## config.mk

```make
export PLATFORM = sky130hd
export DESIGN_NAME = uart_pkt_decoder_flat
export DESIGN_NICKNAME = d
export VERILOG_FILES = /design/src/rtl/uart_pkt_pkg.sv /design/src/rtl/uart_pkt_decoder_if.sv /design/src/rtl/uart_pkt_buf.sv /design/src/rtl/uart_pkt_decoder.sv /design/src/flat_wrapper.sv
export SDC_FILE = /design/constraint.sdc
export NUM_CORES = 1
export LEC_CHECK = 0
export ABC_AREA = 1
export CAP_MARGIN = 10
export CORE_ASPECT_RATIO = 0.8
export CORE_MARGIN = 3
export CORE_UTILIZATION = 55
export CTS_CLUSTER_SIZE = 16
export DETAILED_ROUTE_END_ITERATION = 12
export PLACE_DENSITY = 0.82
export SLEW_MARGIN = 30
export SYNTH_ARGS = -nofsm -noshare
export SYNTH_HDL_FRONTEND = slang
export SYNTH_HIERARCHICAL = 1
export SYNTH_SLANG_ARGS = --single-unit
```

## constraint.sdc

```tcl
create_clock -name clk -period 2.5 [get_ports clk]
set_input_delay 0.625 -clock clk [delete_from_list [all_inputs] [get_ports clk]]
set_output_delay 0.625 -clock clk [all_outputs]
set_load 0.01 [all_outputs]
```

## src/rtl/uart_pkt_pkg.sv

```systemverilog
// Shared types and constants for the UART packet decoder.
package uart_pkt_pkg;

  typedef enum logic [2:0] {
    StHunt    = 3'd0,
    StLen     = 3'd1,
    StPayload = 3'd2,
    StChk     = 3'd3,
    StDrain   = 3'd4
  } state_e;

  localparam logic [7:0] DefaultSof = 8'hA5;

  // Address width for a register file of the given depth (at least 1 bit).
  function automatic int unsigned addr_w(input int unsigned depth);
    return (depth > 1) ? $clog2(depth) : 1;
  endfunction

endpackage

```

## src/rtl/uart_pkt_decoder_if.sv

```systemverilog
// Byte-in / payload-out bundle of the UART packet decoder.
// master: the decoder; slave: the UART receiver plus payload consumer side.
interface uart_pkt_decoder_if;
  logic [7:0] rx_data;
  logic       rx_valid;
  logic       rx_perr;
  logic [7:0] m_data;
  logic       m_valid;
  logic       m_ready;
  logic       m_last;
  logic       pkt_err;
  logic       busy;

  modport master (
    input  rx_data, rx_valid, rx_perr, m_ready,
    output m_data, m_valid, m_last, pkt_err, busy
  );

  modport slave (
    output rx_data, rx_valid, rx_perr, m_ready,
    input  m_data, m_valid, m_last, pkt_err, busy
  );
endinterface

```

## src/rtl/uart_pkt_buf.sv

```systemverilog
// Payload buffer: MAX_LEN x 8 register file, synchronous write, asynchronous read.
module uart_pkt_buf
  import uart_pkt_pkg::*;
#(
  parameter int unsigned MAX_LEN = 16
) (
  input  logic                          clk,
  input  logic                          we,
  input  logic [addr_w(MAX_LEN)-1:0]    waddr,
  input  logic [7:0]                    wdata,
  input  logic [addr_w(MAX_LEN)-1:0]    raddr,
  output logic [7:0]                    rdata
);

  logic [7:0] mem [MAX_LEN];

  // Write port; contents are never reset.
  always_ff @(posedge clk) begin
    if (we) mem[waddr] <= wdata;
  end

  assign rdata = mem[raddr];

endmodule

```

## src/rtl/uart_pkt_decoder.sv

```systemverilog
// UART packet decoder: parses SOF, LEN, payload, CHK frames and streams the payload
// out once the checksum has been verified.
// Optional build macro UART_PKT_TIMEOUT_EN adds an inter-byte timeout of
// TIMEOUT_CYCLES clocks while a frame is being received.
module uart_pkt_decoder
  import uart_pkt_pkg::*;
#(
  parameter int unsigned MAX_LEN        = 16,
  parameter logic [7:0]  SOF            = DefaultSof,
  parameter int unsigned TIMEOUT_CYCLES = 10000
) (
  input logic               clk,
  input logic               rst,
  uart_pkt_decoder_if.master bus
);

  localparam int unsigned CW = $clog2(MAX_LEN + 1);
  localparam int unsigned IW = addr_w(MAX_LEN);

  if (MAX_LEN < 1 || MAX_LEN > 255 || TIMEOUT_CYCLES < 1) begin : g_bad_param
    $error("uart_pkt_decoder: illegal parameter value");
  end

  state_e        state_q, state_d;
  logic [CW-1:0] len_q, len_d;
  logic [CW-1:0] idx_q, idx_d;
  logic [CW-1:0] rd_q, rd_d;
  logic [7:0]    sum_q, sum_d;
  logic          err_q, err_d;
  logic          wr_en;
  logic [7:0]    rd_data;
  logic [7:0]    chk_sum;
  logic          m_valid;
  logic          m_last;
  logic          tmo_hit;

`ifdef UART_PKT_TIMEOUT_EN
  localparam int unsigned TW = (TIMEOUT_CYCLES > 2) ? $clog2(TIMEOUT_CYCLES) : 1;

  logic [TW-1:0] tmo_q, tmo_d;
  logic          rx_phase;

  assign rx_phase = (state_q == StLen) || (state_q == StPayload) || (state_q == StChk);
  // A byte arriving on the deadline cycle wins over the timeout.
  assign tmo_hit  = rx_phase && !bus.rx_valid && (tmo_q == TW'(TIMEOUT_CYCLES - 1));

  // Idle counter: cleared by every byte and outside the receive phase.
  always_comb begin
    tmo_d = '0;
    if (rx_phase && !bus.rx_valid) tmo_d = tmo_q + TW'(1);
  end

  // Timeout counter register.
  always_ff @(posedge clk) begin
    if (!rst) tmo_q <= '0;
    else      tmo_q <= tmo_d;
  end
`else
  assign tmo_hit = 1'b0;
`endif

  assign chk_sum = sum_q + bus.rx_data;
  assign m_valid = rst && (state_q == StDrain);
  assign m_last  = m_valid && (rd_q == len_q - CW'(1));

  // Frame parser and drain sequencing.
  always_comb begin
    state_d = state_q;
    len_d   = len_q;
    idx_d   = idx_q;
    rd_d    = rd_q;
    sum_d   = sum_q;
    err_d   = 1'b0;
    wr_en   = 1'b0;
    unique case (state_q)
      StHunt: begin
        if (bus.rx_valid && !bus.rx_perr && (bus.rx_data == SOF)) state_d = StLen;
      end
      StLen: begin
        if (bus.rx_valid) begin
          if (bus.rx_perr || (bus.rx_data == 8'd0) || (32'(bus.rx_data) > MAX_LEN)) begin
            err_d   = 1'b1;
            state_d = StHunt;
          end else begin
            len_d   = bus.rx_data[CW-1:0];
            idx_d   = '0;
            sum_d   = '0;
            state_d = StPayload;
          end
        end
      end
      StPayload: begin
        if (bus.rx_valid) begin
          if (bus.rx_perr) begin
            err_d   = 1'b1;
            state_d = StHunt;
          end else begin
            wr_en = 1'b1;
            sum_d = chk_sum;
            idx_d = idx_q + CW'(1);
            if (idx_q == len_q - CW'(1)) state_d = StChk;
          end
        end
      end
      StChk: begin
        if (bus.rx_valid) begin
          if (bus.rx_perr || (chk_sum != 8'd0)) begin
            err_d   = 1'b1;
            state_d = StHunt;
          end else begin
            rd_d    = '0;
            state_d = StDrain;
          end
        end
      end
      StDrain: begin
        // Any byte arriving while draining is an overrun, even on the final transfer.
        if (bus.rx_valid) err_d = 1'b1;
        if (bus.m_ready) begin
          rd_d = rd_q + CW'(1);
          if (m_last) state_d = StHunt;
        end
      end
      default: state_d = StHunt;
    endcase
    if (tmo_hit) begin
      err_d   = 1'b1;
      state_d = StHunt;
    end
  end

  // Parser state registers.
  always_ff @(posedge clk) begin
    if (!rst) begin
      state_q <= StHunt;
      len_q   <= '0;
      idx_q   <= '0;
      rd_q    <= '0;
      sum_q   <= '0;
      err_q   <= 1'b0;
    end else begin
      state_q <= state_d;
      len_q   <= len_d;
      idx_q   <= idx_d;
      rd_q    <= rd_d;
      sum_q   <= sum_d;
      err_q   <= err_d;
    end
  end

  uart_pkt_buf #(
    .MAX_LEN(MAX_LEN)
  ) u_buf (
    .clk  (clk),
    .we   (wr_en),
    .waddr(idx_q[IW-1:0]),
    .wdata(bus.rx_data),
    .raddr(rd_q[IW-1:0]),
    .rdata(rd_data)
  );

  // Outputs are forced low while reset is held.
  assign bus.m_valid = m_valid;
  assign bus.m_last  = m_last;
  assign bus.m_data  = m_valid ? rd_data : 8'h00;
  assign bus.pkt_err = rst && err_q;
  assign bus.busy    = rst && (state_q != StHunt);

endmodule

```

## src/flat_wrapper.sv

```systemverilog
// flat-port wrapper written by rule: the top's interface ports become plain ports
module uart_pkt_decoder_flat import uart_pkt_pkg::*;
#(
  parameter int unsigned MAX_LEN        = 16,
  parameter logic [7:0]  SOF            = DefaultSof,
  parameter int unsigned TIMEOUT_CYCLES = 10000
)
  (clk, rst, bus_rx_data, bus_rx_valid, bus_rx_perr, bus_m_ready, bus_m_data, bus_m_valid, bus_m_last, bus_pkt_err, bus_busy);
  uart_pkt_decoder_if bus_i ();
  input logic clk;
  input logic rst;
  input wire logic [$bits(bus_i.rx_data)-1:0] bus_rx_data;
  input wire logic [$bits(bus_i.rx_valid)-1:0] bus_rx_valid;
  input wire logic [$bits(bus_i.rx_perr)-1:0] bus_rx_perr;
  input wire logic [$bits(bus_i.m_ready)-1:0] bus_m_ready;
  output wire logic [$bits(bus_i.m_data)-1:0] bus_m_data;
  output wire logic [$bits(bus_i.m_valid)-1:0] bus_m_valid;
  output wire logic [$bits(bus_i.m_last)-1:0] bus_m_last;
  output wire logic [$bits(bus_i.pkt_err)-1:0] bus_pkt_err;
  output wire logic [$bits(bus_i.busy)-1:0] bus_busy;
  assign bus_i.rx_data = bus_rx_data;
  assign bus_i.rx_valid = bus_rx_valid;
  assign bus_i.rx_perr = bus_rx_perr;
  assign bus_i.m_ready = bus_m_ready;
  assign bus_m_data = bus_i.m_data;
  assign bus_m_valid = bus_i.m_valid;
  assign bus_m_last = bus_i.m_last;
  assign bus_pkt_err = bus_i.pkt_err;
  assign bus_busy = bus_i.busy;
  uart_pkt_decoder #(.MAX_LEN(MAX_LEN), .SOF(SOF), .TIMEOUT_CYCLES(TIMEOUT_CYCLES)) u_core (.clk(clk), .rst(rst), .bus(bus_i));
endmodule
```

## After elaboration in Yosys (flattened, before gate mapping)

Memories as Yosys holds them, arrays and structs flattened. A register that Yosys moved wholly into a read port is not among the register bits.
Cells that the tools add are included.
Widths: inputs -> output; s select.

- Add/subtract/negate cells: 4
- Order comparisons: 1
- Eq/ne operators: 17
- Mux-type cells: 41
- Bitwise logic cells: 1
- Reduce and logical (&&, ||, !) cells: 20

Operators by type and width:

| cell | number |
|---|---|
| $mux 8 | 5 |
| $mux 5 | 7 |
| $mux 3 | 9 |
| $pmux 5 s2 | 2 |
| $ne 2x2->1 const B | 8 |
| $pmux 8 s2 | 1 |
| $pmux 3 s5 | 1 |
| $mux 1 | 12 |
| $add 5x1->5 const B | 2 |
| $eq 5x5->1 | 2 |
| $add 8x8->8 | 1 |
| $eq 8x8->1 const B | 1 |
| $gt 8x5->1 const B | 1 |
| $logic_not 8->1 | 1 |
| $mux 4 | 2 |
| $reduce_bool 8->1 | 1 |
| $reduce_and 7->1 | 1 |
| $eq 3x2->1 const B | 2 |
| $logic_and 1x1->1 | 6 |
| $reduce_and 5->1 | 1 |
| $sub 5x1->5 const B | 1 |
| $pmux 1 s4 | 1 |
| $reduce_and 4->1 | 1 |
| $reduce_bool 2->1 | 2 |
| 11 further kinds | 13 |

- Register bits after elaboration: 27
- RAM bits: 128
- Bits of input ports: 13
- Output and inout port bits: 12
- Word-level logic and storage cells: 91
- Memories kept: 1

Memory list:

| name | depth | width | read ports | clocked after memory_dff | write ports | RTL line | RTL |
|---|---|---|---|---|---|---|---|
| u_core.u_buf.mem | 16 | 8 | 1 | 1 | 1 | uart_pkt_buf.sv:15 | `logic [7:0] mem [MAX_LEN];` |

## Depth between registers and ports, before layout

- Word-level depth: 8
- Mapped depth: 15
- Depth with buffers taken out: 15

## Hierarchy

Netlist, hierarchy kept.

Modules (own cells, without submodules):

| module | instances | cells an instance | area an instance (µm²) | seq. area each (µm²) |
|---|---|---|---|---|
| uart_pkt_buf | 1 | 543 | 5,606.6 | 3,843.7 |
| uart_pkt_decoder | 1 | 332 | 2,069.5 | 540.5 |

## Worst setup path before layout

Ideal clock, no wire load.

- Path type: input to register
- Start: input bus_rx_data[0]
- End: register u_core.rd_q[0]
- Setup time: 0.113 ns
- Data arrival time: 2.286 ns
- Required time: 2.387 ns
- Setup slack: 0.101 ns
- Cell stages on the path: 11
- Path buffers: 0
- Path through: ha_1 -> fa_1 -> or2_2 -> nor2_1 -> nand3_1 -> nor2_1 -> nand3_1 -> nand2_2 -> nand2_2 -> o21ai_1 -> inv_1

- Word-level cells in the longest chain between the ends: 5

Ends and longest elaborated chain:

| what | RTL line | RTL |
|---|---|---|
| start, declared | flat_wrapper.sv:12 | `input wire logic [$bits(bus_i.rx_data)-1:0] bus_rx_data;` |
| $add 8x8->8 | uart_pkt_decoder.sv:62 | `assign chk_sum = sum_q + bus.rx_data;` |
| $reduce_bool 8->1 | uart_pkt_decoder.sv:107 | `if (bus.rx_perr \|\| (chk_sum != 8'd0)) begin` |
| $logic_or 1x1->1 | uart_pkt_decoder.sv:107 |  |
| $ne 2x2->1 (no line) | - |  |
| $reduce_and 4->1 (no line) | - |  |
| end signal, assigned | uart_pkt_decoder.sv:145 | `rd_q <= rd_d;` |
| end, declared | uart_pkt_decoder.sv:27 | `logic [CW-1:0] rd_q, rd_d;` |

Every way passes these cells.
A chain may end at the register's enable or synchronous reset.

==> metrics.md <==
| Metric | Value |
|---|---|
| Primary FF master, synth | edfxtp_1 |
| Setup Skew | 4.36 ps |
| Die area | 15,400 sq um |
| NumNets Final | 986 |
| CP peak stage delay | 480 ps |
| Detailed-route vias per instance | 5.50 |
| Pins Over Slew Limit | 0 |
| Achievable Freq | 390 MHz |
| Synth Instances | 875 |
| Die H | roughly 110 um |
| Routed len/inst | 17.4 um |
| Final Cell Area | 9500 sq um |
| Violated checks | setup timing |
| CTS Buf Count | 17 |
| CP arrival | 1940 ps |
| Final WS setup | -62.7 ps |
| Hold WS | 488 ps |
| CP Launch Type | flop |
| Worst-Skew Late Latency | 420 ps |
| Crit path max-delay cell type | dfxtp_4 |
| Hold/Removal Path Class | reg -> reg |
| PwrDens | about 800 nW/um^2 |
| Leading area contributor after synthesis | edfxtp_1 |
| CP Data Required Time | ~1900 ps |
| Setup Viol. Count Final | 6 |
| Final Hold Fails | 0 |
| Async S/R FF share, synth | 0% |
| H-tree depth | 4 |
| CORE AREA | around 13,000 sq um |
| Sink Count | 155 |
| RSZ-0062 raised after global routing | true |
| Layout cells sized above 1 | 18.5% |
| Clk buf depth | 2 |
| Leakage | roughly 0.0043 uW |
| Cell Area, Synth | 7680 sq um |
| Die W | around 140 um |
| Initial antenna violation count | 0 |
| Most common cell in the netlist | nand2_1 |
| Routed Wire Length | 20,000 um |
| Global Route Usage Sum | 25.7% |
| Routed Antenna Nets | 0 |
| Sequential share of the synthesized area | 57.1% |
| TritonCTS clock tree | built |
| First-pass GRT wire length | 30,800 um |
| Status | finished with violations |
| CTS clk-pin slew, worst paths | 60 ps |
| Placement Rows | 37 |
| Final Util | 71.7% |
| Syn_nets | 899 |
| Post-cts hold buffer count | 0 |
| Setup WS pre-CTS | -597 ps |
| Initial Util | roughly 58% |
| Largest net degree at the start of global routing | 35 |
| Worst-margin pin slew | 457 ps |
| Fin crit period | 2560 ps |
| Routed vias | 6,326 |
| Post-synth top area share | about half |
| Yosys cell types | 34 |
| Hpwl dp | 11,800 um |
| Cell chain of the critical path | inv_8 > buf_16 > nand2_1 > nand3_1 > nand3_2 > nand3_1 > nand2_1 > inv_1 > nor2_2 > buf_2 |
| DRC Markers | 0 |
| Post-synth EDFFs | 128 |
| CTS Root Cell | clkbuf_16 |
| GRT overflow | 0 |
| Critical path class | reg -> out |
| Relative slew margins | roughly 70% |
| Max VDD drop | 0.000748 V |
| Diodes inserted | 0 |
| Worst-path maximum fanout | 11 |
| Synth warn | 6 |
| Vias in the first global route | 5,995 |
| Area growth syn-to-layout | 23.7% |
| # port buffers | 24 |
| Ranking of synthesized cells by area | edfxtp_1 50%, nand2_1 12%, nand3_1 8.3% |
| Part of the cycle the worst path needs | 103% |
| #FFs+latches synth | 155 |
| Crit path capture type | output port |
| Placed cell area | 8520 sq um |
| First-iteration detailed-routing DRC count | 736 |
| Post-synth top cells | 241 x nand2_1, 147 x inv_1, 128 x edfxtp_1, 128 x nand3_1, 62 x nor2_1 |
| Drt first pass iters | 9 |
| MaxCap Viol Count | 0 |
| Mapped Avg Cell Area | 8.77 sq um |
| GP Congestion | 0.869 |
| Num ports | 25 |
==> path summary, 6_finish.rpt <==
kind | start | to | slack (ps) | cells past startpoint
worst max-delay path | u_core/rd_q[0]$_SDFFE_PN0P_ | bus_m_data[6] | -60 | 10
worst min-delay path | u_core/sum_q[7]$_SDFFE_PN0P_ | u_core/sum_q[7]$_SDFFE_PN0P_ | 490 | 2
worst max register to register | u_core/sum_q[0]$_SDFFE_PN0P_ | u_core/rd_q[2]$_SDFFE_PN0P_ | 260 | 11
worst min register to register | u_core/sum_q[7]$_SDFFE_PN0P_ | u_core/sum_q[7]$_SDFFE_PN0P_ | 490 | 2
==> worst max-delay path, delay by kind of cell (launching register included) <==
kind	cells	cell delay (ps)
flip-flops	1	480
buffers and inverters	4	460
AND/OR/NAND/NOR	6	590
==> power by group <==
part           internal [uW]  switching (uW)  leakage (uW)
logic                    762            1140       0.00259
clock network           1760            1020      0.000303
registers               2860            68.6       0.00137
total                   5380            2230       0.00426
==> metal layers <==
layer  share of wire (%)  GRT usage, %  vias to the layer above  routed length (um)
met5                   0             0                        -                   0
met4                 2.6          12.1                        0                 530
met3                  10          7.34                       58                2010
met2                  46          39.6                      329                9310
met1                  41          33.9                     2942                8180
li1                    -             -                     2997                   -
==> state kept, by name (all words and copies together), names as in the netlist <==
name,count
u_core/err_q,1
u_core/idx_q,5
u_core/len_q,5
u_core/rd_q,5
u_core/state_q,3
u_core/sum_q,8
u_core/u_buf/mem,128
==> what timing repair did <==
item / 4_1_cts / 5_1_grt
buffers inserted: 5 / 2
gates cloned: 3 / 1
pin swaps: 13 / 6
endpoints found under the setup margin: 16 / 15
gates resized for setup: 76 / 25
==> final cells by class <==
class                      count  area (sq um)
clock buffer                  18           429
clock inverter                14           200
fill                         908          3740
inverter                     155           593
multi-input combinational    534          2680
sequential                   155          4390
tap                          175           219
timing repair buffer          99           986
==> cells in the final DEF, fill, tap and decap left out, drive strengths merged <==
| cell type | instances |
|---|---|
| a21oi | 31 |
| buf | 83 |
| bufinv | 5 |
| clkbuf | 19 |
| clkdlybuf4s50 | 9 |
| clkinv | 7 |
| clkinvlp | 3 |
| dfxtp | 27 |
| dlygate4sd2 | 3 |
| dlymetal6s2s | 3 |
| edfxtp | 128 |
| fa | 1 |
| ha | 10 |
| inv | 154 |
| nand2 | 245 |
| nand3 | 129 |
| nand3b | 2 |
| nand4 | 8 |
| nor2 | 67 |
| nor3 | 1 |
| nor4 | 2 |
| o21ai | 20 |
| o22ai | 2 |
| or2 | 3 |
| xnor2 | 3 |
| xor2 | 10 |
==> kinds of logic after synthesis <==
group	share of synthesized area (%)
compound gates	3.59
xor+xnor	1.48
fa+ha+maj	1.89
buf+inv	10.3
flops	57.1
simple gates	25.6
==> per-stage QoR <==
step / setup TNS, ps / total power (uW) / std cells
after CTS: -84.4 / 7480 / 1147
after detailed placement: -8630 / 4540 / 1107
after global placement: -7370 / 4500 / 1107
after global routing: -944 / 7900 / 1150
final: -190 / 7600 / 1150
after floorplan: 0 / 4010 / 875
(Power assumes the default switching activity.)
